===== config.mk =====
export PLATFORM = sky130hd
export DESIGN_NAME = mem_rr_scheduler
export DESIGN_NICKNAME = d
export VERILOG_FILES = /design/src/rtl/mem_rr_scheduler.sv
export SDC_FILE = /design/constraint.sdc
export NUM_CORES = 1
export LEC_CHECK = 0
export CORE_MARGIN = 8
export CORE_UTILIZATION = 52
export CTS_CLUSTER_SIZE = 16
export DETAILED_ROUTE_END_ITERATION = 7
export GPL_TIMING_DRIVEN = 0
export PLACE_DENSITY = 0.79
export SLEW_MARGIN = 20
export SYNTH_ARGS = -nofsm -noshare
export SYNTH_HDL_FRONTEND = slang
export SYNTH_SLANG_ARGS = --single-unit

===== constraint.sdc =====
create_clock -name clk -period 1.9 [get_ports clk]
set_input_delay 0.38 -clock clk [delete_from_list [all_inputs] [get_ports clk]]
set_output_delay 0.38 -clock clk [all_outputs]
set_load 0.01 [all_outputs]

===== src/rtl/mem_rr_scheduler.sv =====
// Four-channel round-robin scheduler for the shared ROM access path.
// Registered one-hot grant held until txn_done or a watchdog timeout; per-channel grant counters.
module mem_rr_scheduler #(
  parameter int unsigned TIMEOUT = 64,
  parameter int unsigned CNT_W   = 8
) (
  input  logic               clk,
  input  logic               rst_n,
  input  logic [3:0]         req,
  input  logic               txn_done,
  output logic [3:0]         grant,
  output logic               busy,
  output logic               timeout_err,
  output logic [1:0]         err_id,
  output logic [4*CNT_W-1:0] grant_cnt_flat
);

  typedef enum logic [1:0] {S_IDLE, S_BUSY, S_GAP} state_t;

  localparam logic [7:0] WD_LAST = 8'(TIMEOUT - 1);

  state_t           state, state_next;
  logic [3:0]       grant_next;
  logic             busy_next, tout_next;
  logic [1:0]       err_id_next;
  logic [1:0]       last, last_next;
  logic [1:0]       owner, owner_next;
  logic [7:0]       wdog, wdog_next;
  logic [3:0]       cnt_inc;
  logic [CNT_W-1:0] cnt [4];

  // Winner search and all next-state decisions.
  always_comb begin
    // NOTE: every always_comb output gets a default first so no path can infer a latch.
    state_next  = state;
    grant_next  = grant;
    busy_next   = busy;
    tout_next   = 1'b0;
    err_id_next = err_id;
    last_next   = last;
    owner_next  = owner;
    wdog_next   = wdog;
    cnt_inc     = '0;

    unique case (state)
      S_IDLE: begin
        if (req != 4'b0000) begin
          for (int k = 4; k >= 1; k--) begin
            // Descending loop: the last assignment is the closest index after last.
            if (req[last + 2'(k)]) owner_next = last + 2'(k);
          end
          grant_next = 4'b0001 << owner_next;
          busy_next  = 1'b1;
          wdog_next  = '0;
          state_next = S_BUSY;
        end
      end
      S_BUSY: begin
        if (txn_done) begin
          grant_next = '0;
          busy_next  = 1'b0;
          last_next  = owner;
          cnt_inc    = grant;
          state_next = S_GAP;
        end else if (wdog == WD_LAST) begin
          grant_next  = '0;
          busy_next   = 1'b0;
          tout_next   = 1'b1;
          err_id_next = owner;
          last_next   = owner;
          state_next  = S_GAP;
        end else begin
          wdog_next = wdog + 8'd1;
        end
      end
      S_GAP:   state_next = S_IDLE;
      default: state_next = S_IDLE;
    endcase
  end

  always_ff @(posedge clk or negedge rst_n) begin
    if (!rst_n) begin
      state       <= S_IDLE;
      grant       <= '0;
      busy        <= 1'b0;
      timeout_err <= 1'b0;
      err_id      <= '0;
      last        <= 2'd3;
      owner       <= '0;
      wdog        <= '0;
    end else begin
      // NOTE: sequential state uses non-blocking assignments so every register samples pre-edge values.
      state       <= state_next;
      grant       <= grant_next;
      busy        <= busy_next;
      timeout_err <= tout_next;
      err_id      <= err_id_next;
      last        <= last_next;
      owner       <= owner_next;
      wdog        <= wdog_next;
    end
  end

  // NOTE: the counters are a small register bank readable for debug, so they are reset like any other state.
  always_ff @(posedge clk or negedge rst_n) begin
    if (!rst_n) begin
      for (int i = 0; i < 4; i++) cnt[i] <= '0;
    end else begin
      for (int i = 0; i < 4; i++) begin
        if (cnt_inc[i] && (cnt[i] != '1)) cnt[i] <= cnt[i] + 1'b1;
      end
    end
  end

  always_comb begin
    grant_cnt_flat = '0;
    for (int i = 0; i < 4; i++) grant_cnt_flat[i*CNT_W +: CNT_W] = cnt[i];
  end

  grant_onehot_a: assert property (@(posedge clk) disable iff (!rst_n) $onehot0(grant));

endmodule


# After elaboration in Yosys (flattened, before gate mapping)
# Cells that the tools add are included.
# W data, S select, Z words.
# word_totals
register_bits	54
inputBits	7
output_inout_bits	40
wordCells	87
# op_classes
n_addsub	8
magnitude_cmp	4
n_eq_ne	10
shift	1
muxes	37
bitwise	1
n_reduce_logical	14
# ops
op	n
$add A8 B1 Y8 const B	5
$ne A8 B8 Y1 const B	4
$mux W8	3
$mux W2	11
$mux W4	5
$pmux W8 S2	1
$lt A2 B3 Y1 const B	4
$mux W1	10
$bmux W1 S2	4
$eq A8 B6 Y1 const B	1
$pmux W4 S2	1
$ne A2 B2 Y1 const B	3
$reduce_and A2 Y1	3
$reduce_and A3 Y1	2
$add A2 B2 Y2 const B	2
$logic_and A1 B1 Y1	4
$pmux W2 S2	1
$reduce_and A4 Y1	1
$reduce_bool A2 Y1	2
$reduce_bool A4 Y1	1
$shl A1 B2 Y4 const A	1
$ne A3 B3 Y1 const B	1
$add A2 B1 Y2 const B	1
$eq A2 B1 Y1 const B	1
other kinds (3)	3

# Depth between registers and ports, before layout
# logic_depth
word_depth	11
depth_mapped	6
ltp_nobuf	6

# Least setup slack after synthesis
# Ideal clock, no wire load.
# synth_timing
path_type	register to register
start	register cnt (netlist bit grant_cnt_flat[0])
end	register cnt (netlist bit grant_cnt_flat[1])
setup_time_ns	0.125
arrival_ns	1.462
required_ns	1.775
setup_slack_ns	0.313
path_stages_with_launch	5
path_buffers	0
synth_period_minus_slack_ns	1.587
cell_sequence	dfrtp_1 ha_1 nand2_1 o311ai_4 mux2_2
# synth_between
elab_chain_len	2
elab_cells_between_ends	3
cone_classes	add/sub: 1; eq/ne: 1; reduce/logical: 1
# synth_lines
item	line_no	source
start: declaration	30	logic [CNT_W-1:0] cnt [4];
parallel branches: the longest is 2 deep, another holds $add A8 B1 Y8	--	
# Parallel ways; which one is timed is not known.
# A chain may end at the register's enable or synchronous reset.

# Worst setup path in the final report
# layout_timing
start	input txn_done
end	register cnt (netlist bit grant_cnt_flat[29])
# layout_between
elab_chain_len	3
# layout_lines
item	line_no	source
start: declaration	10	input logic txn_done,
$mux W4	59	if (txn_done) begin
$mux W4	45	unique case (state)
$logic_and A1 B1 Y1	110	if (cnt_inc[i] && (cnt[i] != '1)) cnt[i] <= cnt[i] + 1'b1;
# No other way between the ends.

==> results.json <==
{
  "die_h_um": 85.9,
  "viasPerCell": 5.34,
  "routed_wl_um": 5070,
  "critPathSlowestCell": "clkdlybuf4s50_1",
  "grt_pass1_wl_um": 8740,
  "whs_ps": 107,
  "first_pass_iters": 6,
  "synth_area_per_cell_um2": 11.1,
  "synthAdderAreaFrac_pct": 2.46,
  "grt_max_degree": 55,
  "slew_violations": 0,
  "synth_top_family_by_area": "simple AND/OR/NAND/NOR gates",
  "finalSetupViolations": 0,
  "area_growth_pct": 27.2,
  "postPlaceCellArea_mm2": 0.00308,
  "cp_cell_sequence": "clkdlybuf4s50_1 -> and3b_2 -> o211a_4 -> and4_1 -> nand3_1 -> xnor2_1",
  "clk_latency_ps": 290,
  "finalCriticalPeriod_ps": 1830,
  "tightest_slew_ps": 651,
  "critPathKind": "in -> reg",
  "top_usage_layer": "met2",
  "gp_congestion": 0.825,
  "port_buffers": 46,
  "timing.fmax_mhz": 548,
  "drive_above_1_share_pct": 14.3,
  "drtIter0Drc": 127,
  "yosys.area.top_type": "dfrtp_1",
  "drcViolationCount": 0,
  "synthDistinctLibCells": 42,
  "synth_area_leaders": "dfrtp_1 (51%), xnor2_1 (5.5%), xor2_1 (4.8%)",
  "gr-usage-met3_pct": 3.63,
  "synth_cells": 229,
  "arrival_ps": 2010,
  "finalHoldViolCount": 0,
  "cts_root_buf": "clkbuf_8",
  "synth_xor_xnor_area_share_pct": 10.3,
  "syn_area_mm2": 0.00254,
  "cap_violations": 0,
  "cp-start-kind": "primary input",
  "required_ps": 2080,
  "cts_tree": "built",
  "power_leakage_nw": 1.45,
  "fin_nets": 298,
  "crit_fanout": 6,
  "numCtsBuffers": 5,
  "final_area_mm2": 0.00323,
  "synth_top_area_share_pct": 51.2,
  "post-place-ws_ps": -495,
  "setup_ws_ps": 74.2,
  "clock_sinks": 54,
  "grt_usage_pct": 14.4,
  "critPathCaptureType": "flop",
  "synth_edf_count": 0,
  "synth_fp_nets": 241,
  "power_mw": 3.63,
  "yosys_warnings": 0,
  "grt_pass1_vias": 1895,
  "die-width_um": 85.9,
  "ys_top_cells_by_count": "dfrtp_1 (52), nor2_1 (25), nand2_1 (18), xnor2_1 (16), nand3_1 (15)",
  "die_area_mm2": 0.00738,
  "synth_mux_area_share_pct": 4.38,
  "yosys_most_used_dff": "dfrtp_1",
  "clockBufferDepth": 2,
  "postRouteAntennaNets": 0,
  "cts_htree_levels": 2,
  "post_drt_wl_per_cell_um": 14.3,
  "grt.met2_usage_pct": 24.4,
  "diodes": 0,
  "ys_async_sr_fraction_pct": 100,
  "start_util_pct": 53.8,
  "dp_hpwl_um": 3690,
  "rsz0062_at_grt": "yes",
  "max_slew_margin_pct": 56.6,
  "p_per_area_mw_per_mm2": 1120,
  "gr-usage-met1_pct": 17.3,
  "synth_compound_area_share_pct": 8.17,
  "max_stage_delay_ps": 560,
  "finalCritPeriodShare_pct": 96.1,
  "fin_skew_ps": 2.65,
  "hold_class": "in -> async",
  "yosys.area_share.simple_pct": 20.1,
  "path_clk_slew_ps": 80,
  "status": "finished, final reports clean",
  "ctsHoldBuffers": 0,
  "ys_seq_area_share_pct": 53.2,
  "peakVddDrop_v": 0.000631,
  "antenna_found_initial": 0,
  "dr_total_vias": 1891,
  "global_route.overflow_total": 0,
  "ys_ff_latch": 54,
  "ios": 47,
  "num_rows": 25,
  "synth.most_common_cell": "dfrtp_1",
  "coreArea_mm2": 0.00472
}
## path summary, 6_finish.rpt
path                                                from                             end  slack [ps]  cells past startpoint
min                                                rst_n  grant_cnt_flat[19]$_DFFE_PN0P_         110                      1
min in group clk           grant_cnt_flat[5]$_DFFE_PN0P_   grant_cnt_flat[5]$_DFFE_PN0P_         500                      1
min reg2reg                grant_cnt_flat[5]$_DFFE_PN0P_   grant_cnt_flat[5]$_DFFE_PN0P_         500                      1
max reg2reg                          wdog[0]$_DFFE_PN0P_             last[1]$_DFFE_PN1P_         130                      6
max in group asynchronous                          rst_n   grant_cnt_flat[5]$_DFFE_PN0P_        1360                      1
max                                             txn_done  grant_cnt_flat[29]$_DFFE_PN0P_          70                      6
## worst max-delay path, delay by kind of cell
kind	cells	cell delay [ps]
AOI/OAI and AO/OA	1	220
buffers and inverters	1	560
xor gates and xnor gates	1	140
and+or+nand+nor	3	700
## power breakdown
group	internal [mW]	switching, mW
Combinational	0.678	0.594
Sequential	1.42	0.311
Clock	0.294	0.330
## cell usage in the layout (no fill, tap or decap), types with 4 or more instances in the layout
master / synthesis / layout
dfrtp_1: 52 / 52
clkdlybuf4s50_1: 0 / 45
nor2_1: 25 / 24
nand2_1: 18 / 18
xnor2_1: 16 / 16
nand3_1: 15 / 15
xor2_1: 14 / 14
nand4_1: 11 / 11
mux2_2: 8 / 8
inv_1: 6 / 6
o21ai_0: 6 / 6
clkbuf_8: 0 / 6
ha_1: 5 / 5
buf_4: 0 / 5
a21oi_1: 4 / 4
nor3_1: 5 / 4
and4_1: 4 / 4
and3_1: 4 / 4
## final cells by class
| class | instances | area, µm² |
|---|---|---|
| Multi-Input combinational cell | 167 | 1180 |
| Clock inverter | 1 | 5.00 |
| Inverter | 6 | 22.5 |
| Sequential cell | 54 | 1350 |
| Tap cell | 67 | 83.8 |
| Timing Repair Buffer | 50 | 488 |
| Buffer | 2 | 10.0 |
| Clock buffer | 7 | 86.3 |
| Fill cell | 363 | 1490 |
## metrics by stage
| step | TNS [ps] | std cells | util [%] |
|---|---|---|---|
| floorplan | 0 | 229 | - |
| global placement | -64620 | 342 | 65.4 |
| detailed placement | -6090 | 342 | 65.3 |
| CTS | 0 | 350 | 67.3 |
| global route | -26.7 | 354 | 68.5 |
| finish | 0 | 354 | 68.5 |
## cells by family (layout without fill, tap and decap cells)
kind of cell	Yosys count	after routing
and+or+nand+nor	97	97
DFF	54	54
xor gates and xnor gates	30	30
AOI/OAI and AO/OA	25	25
muxes	10	10
buffers and inverters	8	66
adders and majority gates	5	5
## state kept, by name (all words and copies together) (netlist names)
| register | count |
|---|---|
| busy | 1 |
| state | 2 |
| grant | 4 |
| err_id | 2 |
| grant_cnt_flat | 32 |
| wdog | 8 |
| last | 2 |
| owner | 2 |
| timeout_err | 1 |
## what timing repair did
action	CTS	global route
pin swaps	0	2
buffers inserted	0	4
endpoints found under the setup margin	3	6
gates resized for setup	1	5
## per-layer routing
| metal | vias up | routed length (µm) |
|---|---|---|
| li1 | 918 | - |
| met1 | 932 | 2270 |
| met2 | 37 | 2480 |
| met3 | 4 | 271 |
| met4 | 0 | 50 |
| met5 | - | 0 |
Power figures use the tool's default switching activity.
==> variant 1, RTL diff (same flow settings) <==
Put one more register stage on the output `timeout_err`. The value now appears one clock later. The other outputs are not delayed to match.
--- a/src/rtl/mem_rr_scheduler.sv
+++ b/src/rtl/mem_rr_scheduler.sv
@@ -19,4 +19,6 @@
 
   localparam logic [7:0] WD_LAST = 8'(TIMEOUT - 1);
+
+  logic timeout_err_s0;
 
   state_t           state, state_next;
@@ -84,5 +86,5 @@
       grant       <= '0;
       busy        <= 1'b0;
-      timeout_err <= 1'b0;
+      timeout_err_s0 <= 1'b0;
       err_id      <= '0;
       last        <= 2'd3;
@@ -94,5 +96,5 @@
       grant       <= grant_next;
       busy        <= busy_next;
-      timeout_err <= tout_next;
+      timeout_err_s0 <= tout_next;
       err_id      <= err_id_next;
       last        <= last_next;
@@ -120,4 +122,8 @@
   grant_onehot_a: assert property (@(posedge clk) disable iff (!rst_n) $onehot0(grant));
 
+  always_ff @(posedge clk) begin
+    timeout_err <= timeout_err_s0;
+  end
+
 endmodule
 
Formal check against the unedited RTL: same outputs for any inputs over 10 cycles, from zero or initial values and one cycle with rst_n low; that may be too few to reach the edited logic, so the function may still have changed.
==> variant 1 against the original RTL <==
Power down 0.24%. Register-to-register slack about the same. Area after synthesis up 0.79%. Worst setup slack better by 0.0017 ns. Wire length down 1.8%. Worst hold slack worse by 0.0040 ns. Sequential cell count up 1. Final area down 0.43%. Critical endpoint is now wdog[5].
==> variant 1: results (changes against the original RTL) <==
outcome=finished clean; Rel. slew slack=0.569 (+0.00287); Syn Area/Cell=11.1 um2 (+0.35%); post-DP HPWL=3.65 mm (-1.2%); Post-Place Cells=343 (+0.29%); global-route wire length before repair=8.63 mm (-1.3%); Cell Count, Final, Fillers Out=352 (-0.56%); vias per cell=5.42 (+1.4%); synth unique cells=43 (+2.4%); setup slack at placement=-0.497 ns (-0.00160 ns); Mapped Nets=242 (+0.41%); Setup Skew=0.00660 ns (+0.00395 ns); Post-Route M1 WL=2.24 mm (-1.5%); Crit Path Max Fanout=8 (+2); DP Area=0.00310 mm2 (+0.65%); drt first pass iters=4 (-2); GR Util met3=0.0378 (+0.00151); VDD IR max=0.626 mV (-0.84%); Reg area=0.00137 mm2 (+1.5%); placer congestion estimate=0.814 (-1.3%); GR Util met2=0.242 (-0.00210); critical path's slowest cell=clkdlybuf4s50_1; final WL=4.98 mm (-1.8%); htree depth=2 (unchanged); Fillers=387 (+6.6%); ys async rst share=0.982 (-0.0182); number of global-route vias before repair=1,892 (-0.16%); Synth Warn #=0 (unchanged); leakage power=1.44 nW (-0.69%); register area share after synthesis=0.536 (+0.00365); Critical Path Max Stage Delay=0.62 ns (+0.06 ns); wire length on met2=2.40 mm (-3.2%); met3 wire length=291 um (+7.4%); initial drt markers=137 (+7.9%); fraction of layout cells with a size suffix above 1=0.123 (-0.0201); final net count=296 (-0.67%); worst setup path start=req[0]; top cells by area, synth=dfrtp_1 51%, xnor2_1 5.5%, xor2_1 4.8%; Global Route Usage Sum=0.143 (-0.000925); GR Layer Usage met1=0.170 (-0.00264)
variant 1: logic make-up (layout without fill, tap and decap cells):
group / Yosys count / after routing / synth area share
XOR/XNOR: 30 / 30 / 0.103
AND/OR/NAND/NOR: 97 / 97 / 0.200
buffers and inverters: 8 / 63 / 0.0127
AO/OA/AOI/OAI: 25 / 25 / 0.0811
multiplexers: 10 / 10 / 0.0435
adder cells (fa/ha/maj): 5 / 5 / 0.0244
flip-flops: 55 / 55 / 0.536
variant 1: worst register-to-register path, stage by stage, from the launching register on:
cell and delay [ns]:
dfrtp_1 0.43, ha_1 0.26, nand4_1 0.23, nor2_1 0.08, o21ai_2 0.31, mux2_2 0.38
variant 1: worst paths after layout:
| path | cells past startpoint | end | slack [ns] |
|---|---|---|---|
| hold reg to reg | 0 | timeout_err | 0.37 |
| setup reg to reg | 5 | last[1] | 0.13 |
| min in group clk | 0 | timeout_err | 0.37 |
| max in group asynchronous | 1 | grant_cnt_flat[0] | 1.36 |
| hold / removal | 1 | grant_cnt_flat[18] | 0.10 |
| setup / recovery | 6 | wdog[5] | 0.08 |
variant 1: report_power, final:
part           internal, mW  leakage [nW]  total, mW  switching, mW
combinational         0.656         0.672       1.23          0.578
sequential             1.44         0.722       1.75          0.309
clock                 0.295        0.0482      0.636          0.341
variant 1: final cells by class:
class / instances / area share
repair buffers: 47 / 0.145
multi-input cells: 167 / 0.364
flip-flops and latches: 55 / 0.427
inverters: 6 / 0.00700
clock inverters: 1 / 0.00155
well taps: 67 / 0.0260
clock buffers: 7 / 0.0268
plain buffers: 2 / 0.00311
variant 1: what timing repair did:
action / 4_1_cts / 5_1_grt
buffers inserted: 0 / 1
resized for setup: 2 / 1
hold buffers: 0 / 0
gates cloned: 0 / 0
pin swaps: 0 / 1
endpoints found under the setup margin: 3 / 6
==> variant 2, RTL diff (same flow settings) <==
Made on the original files. Set the parameter `CNT_W` to 7 (it was 8).
--- a/src/rtl/mem_rr_scheduler.sv
+++ b/src/rtl/mem_rr_scheduler.sv
@@ -3,5 +3,5 @@
 module mem_rr_scheduler #(
   parameter int unsigned TIMEOUT = 64,
-  parameter int unsigned CNT_W   = 8
+  parameter int unsigned CNT_W   = 7
 ) (
   input  logic               clk,
Interface: changed (resized grant_cnt_flat); port bits go from 47 to 43. The function was not compared with the original's and may differ.
==> variant 2 against the original RTL <==
First-iteration DRC count is 56% lower. Power decreased by 0.35%. Global-route usage is 0.96 points lower. Final area is 5.3% lower. Clock power rose by 3.7%. Sequential cell count decreased by 4. Area after synthesis shrank 4.1%. Largest power group unchanged. Via count is 8.1% lower. Combinational power grew 9%. Critical endpoint is now grant_cnt_flat[22]. Wire length shrank 6.9%. Largest cell class unchanged. Worst setup slack improved by 0.0083 ns. Critical path depth stayed put.
==> variant 2: results (changes against the original RTL) <==
global-route wire length before repair=7.83 mm (-10%); Crit Path Max Fanout=8 (+2); Commonest cells post-synth=48 x dfrtp_1, 26 x nand2_1, 18 x xnor2_1, 10 x nor2_1, 9 x nand4_1; Cells after Synth=208 (-9.2%); synth unique cells=55 (+31%); number of global-route vias before repair=1,707 (-9.9%); VDD IR max=0.627 mV (-0.67%); Setup Skew=0.00602 ns (+0.00337 ns); Sw Ratio=0.348 (+0.00717); fraction of layout cells with a size suffix above 1=0.205 (+0.0626); largest net degree at the start of global routing=27 (-51%); vias per cell=5.57 (+4.2%); Tot Pwr=3.61 mW (-0.35%); number of flip-flops in the largest register=28 (-13%); crit path capture=grant_cnt_flat[22]; Fillers=351 (-3.3%); Clock Power Share=0.179 (+0.007); Global Route Usage Sum=0.134 (-0.00955); Post-Place Cells=303 (-11%); register area share after synthesis=0.514 (-0.0184); Crit path max-delay family=buffers and inverters; FMAX=0.550 GHz (+0.46%); share of total power in sequential cells=0.435 (-0.042); outcome=finished clean; initial drt markers=56 (-56%)
==> variant 2: cell count changes after synthesis, moves of 6 or more <==
cell	unedited run	this run
nand3_1	15	6
o21ai_0	6	0
nor2_1	25	10
nand2_1	18	26
xor2_1	14	5
==> variant 2: timing repair <==
| item | 4_1_cts | 5_1_grt |
|---|---|---|
| hold buffers | 0 | 0 |
| setup endpoints to repair | 0 | 10 |
| setup buffers | 0 | 1 |
| resized for setup | 0 | 5 |
==> variant 2: cell families (layout without fill, tap and decap cells) <==
| logic type | count (synthesis) | count (layout) | share of synthesized area |
|---|---|---|---|
| xor gates and xnor gates | 23 | 23 | 0.0826 |
| and+or+nand+nor | 75 | 75 | 0.172 |
| muxes | 9 | 9 | 0.0462 |
| DFF | 50 | 50 | 0.514 |
| AOI/OAI and AO/OA | 37 | 37 | 0.137 |
| buffers and inverters | 9 | 59 | 0.0226 |
| adders and majority gates | 5 | 5 | 0.0257 |
==> variant 2: area by class of cell <==
| type | count | area [um2] | share of cell area |
|---|---|---|---|
| Timing Repair Buffer | 42 | 423 | 0.138 |
| Multi-Input combinational cell | 149 | 1160 | 0.380 |
| Sequential cell | 50 | 1250 | 0.409 |
| Tap cell | 54 | 67.6 | 0.0221 |
| Inverter | 3 | 13.8 | 0.00450 |
| Clock buffer | 6 | 82.6 | 0.0270 |
| Buffer | 6 | 41.3 | 0.0135 |
| Clock inverter | 2 | 17.5 | 0.00572 |
==> variant 2: per-layer routing <==
layer	global-route usage	part of all wire	up-vias
li1	-	-	853
met1	0.159	0.45	853
met2	0.228	0.50	27
met3	0.0332	0.041	4
met4	0.0534	0.0087	0
met5	0	0	-
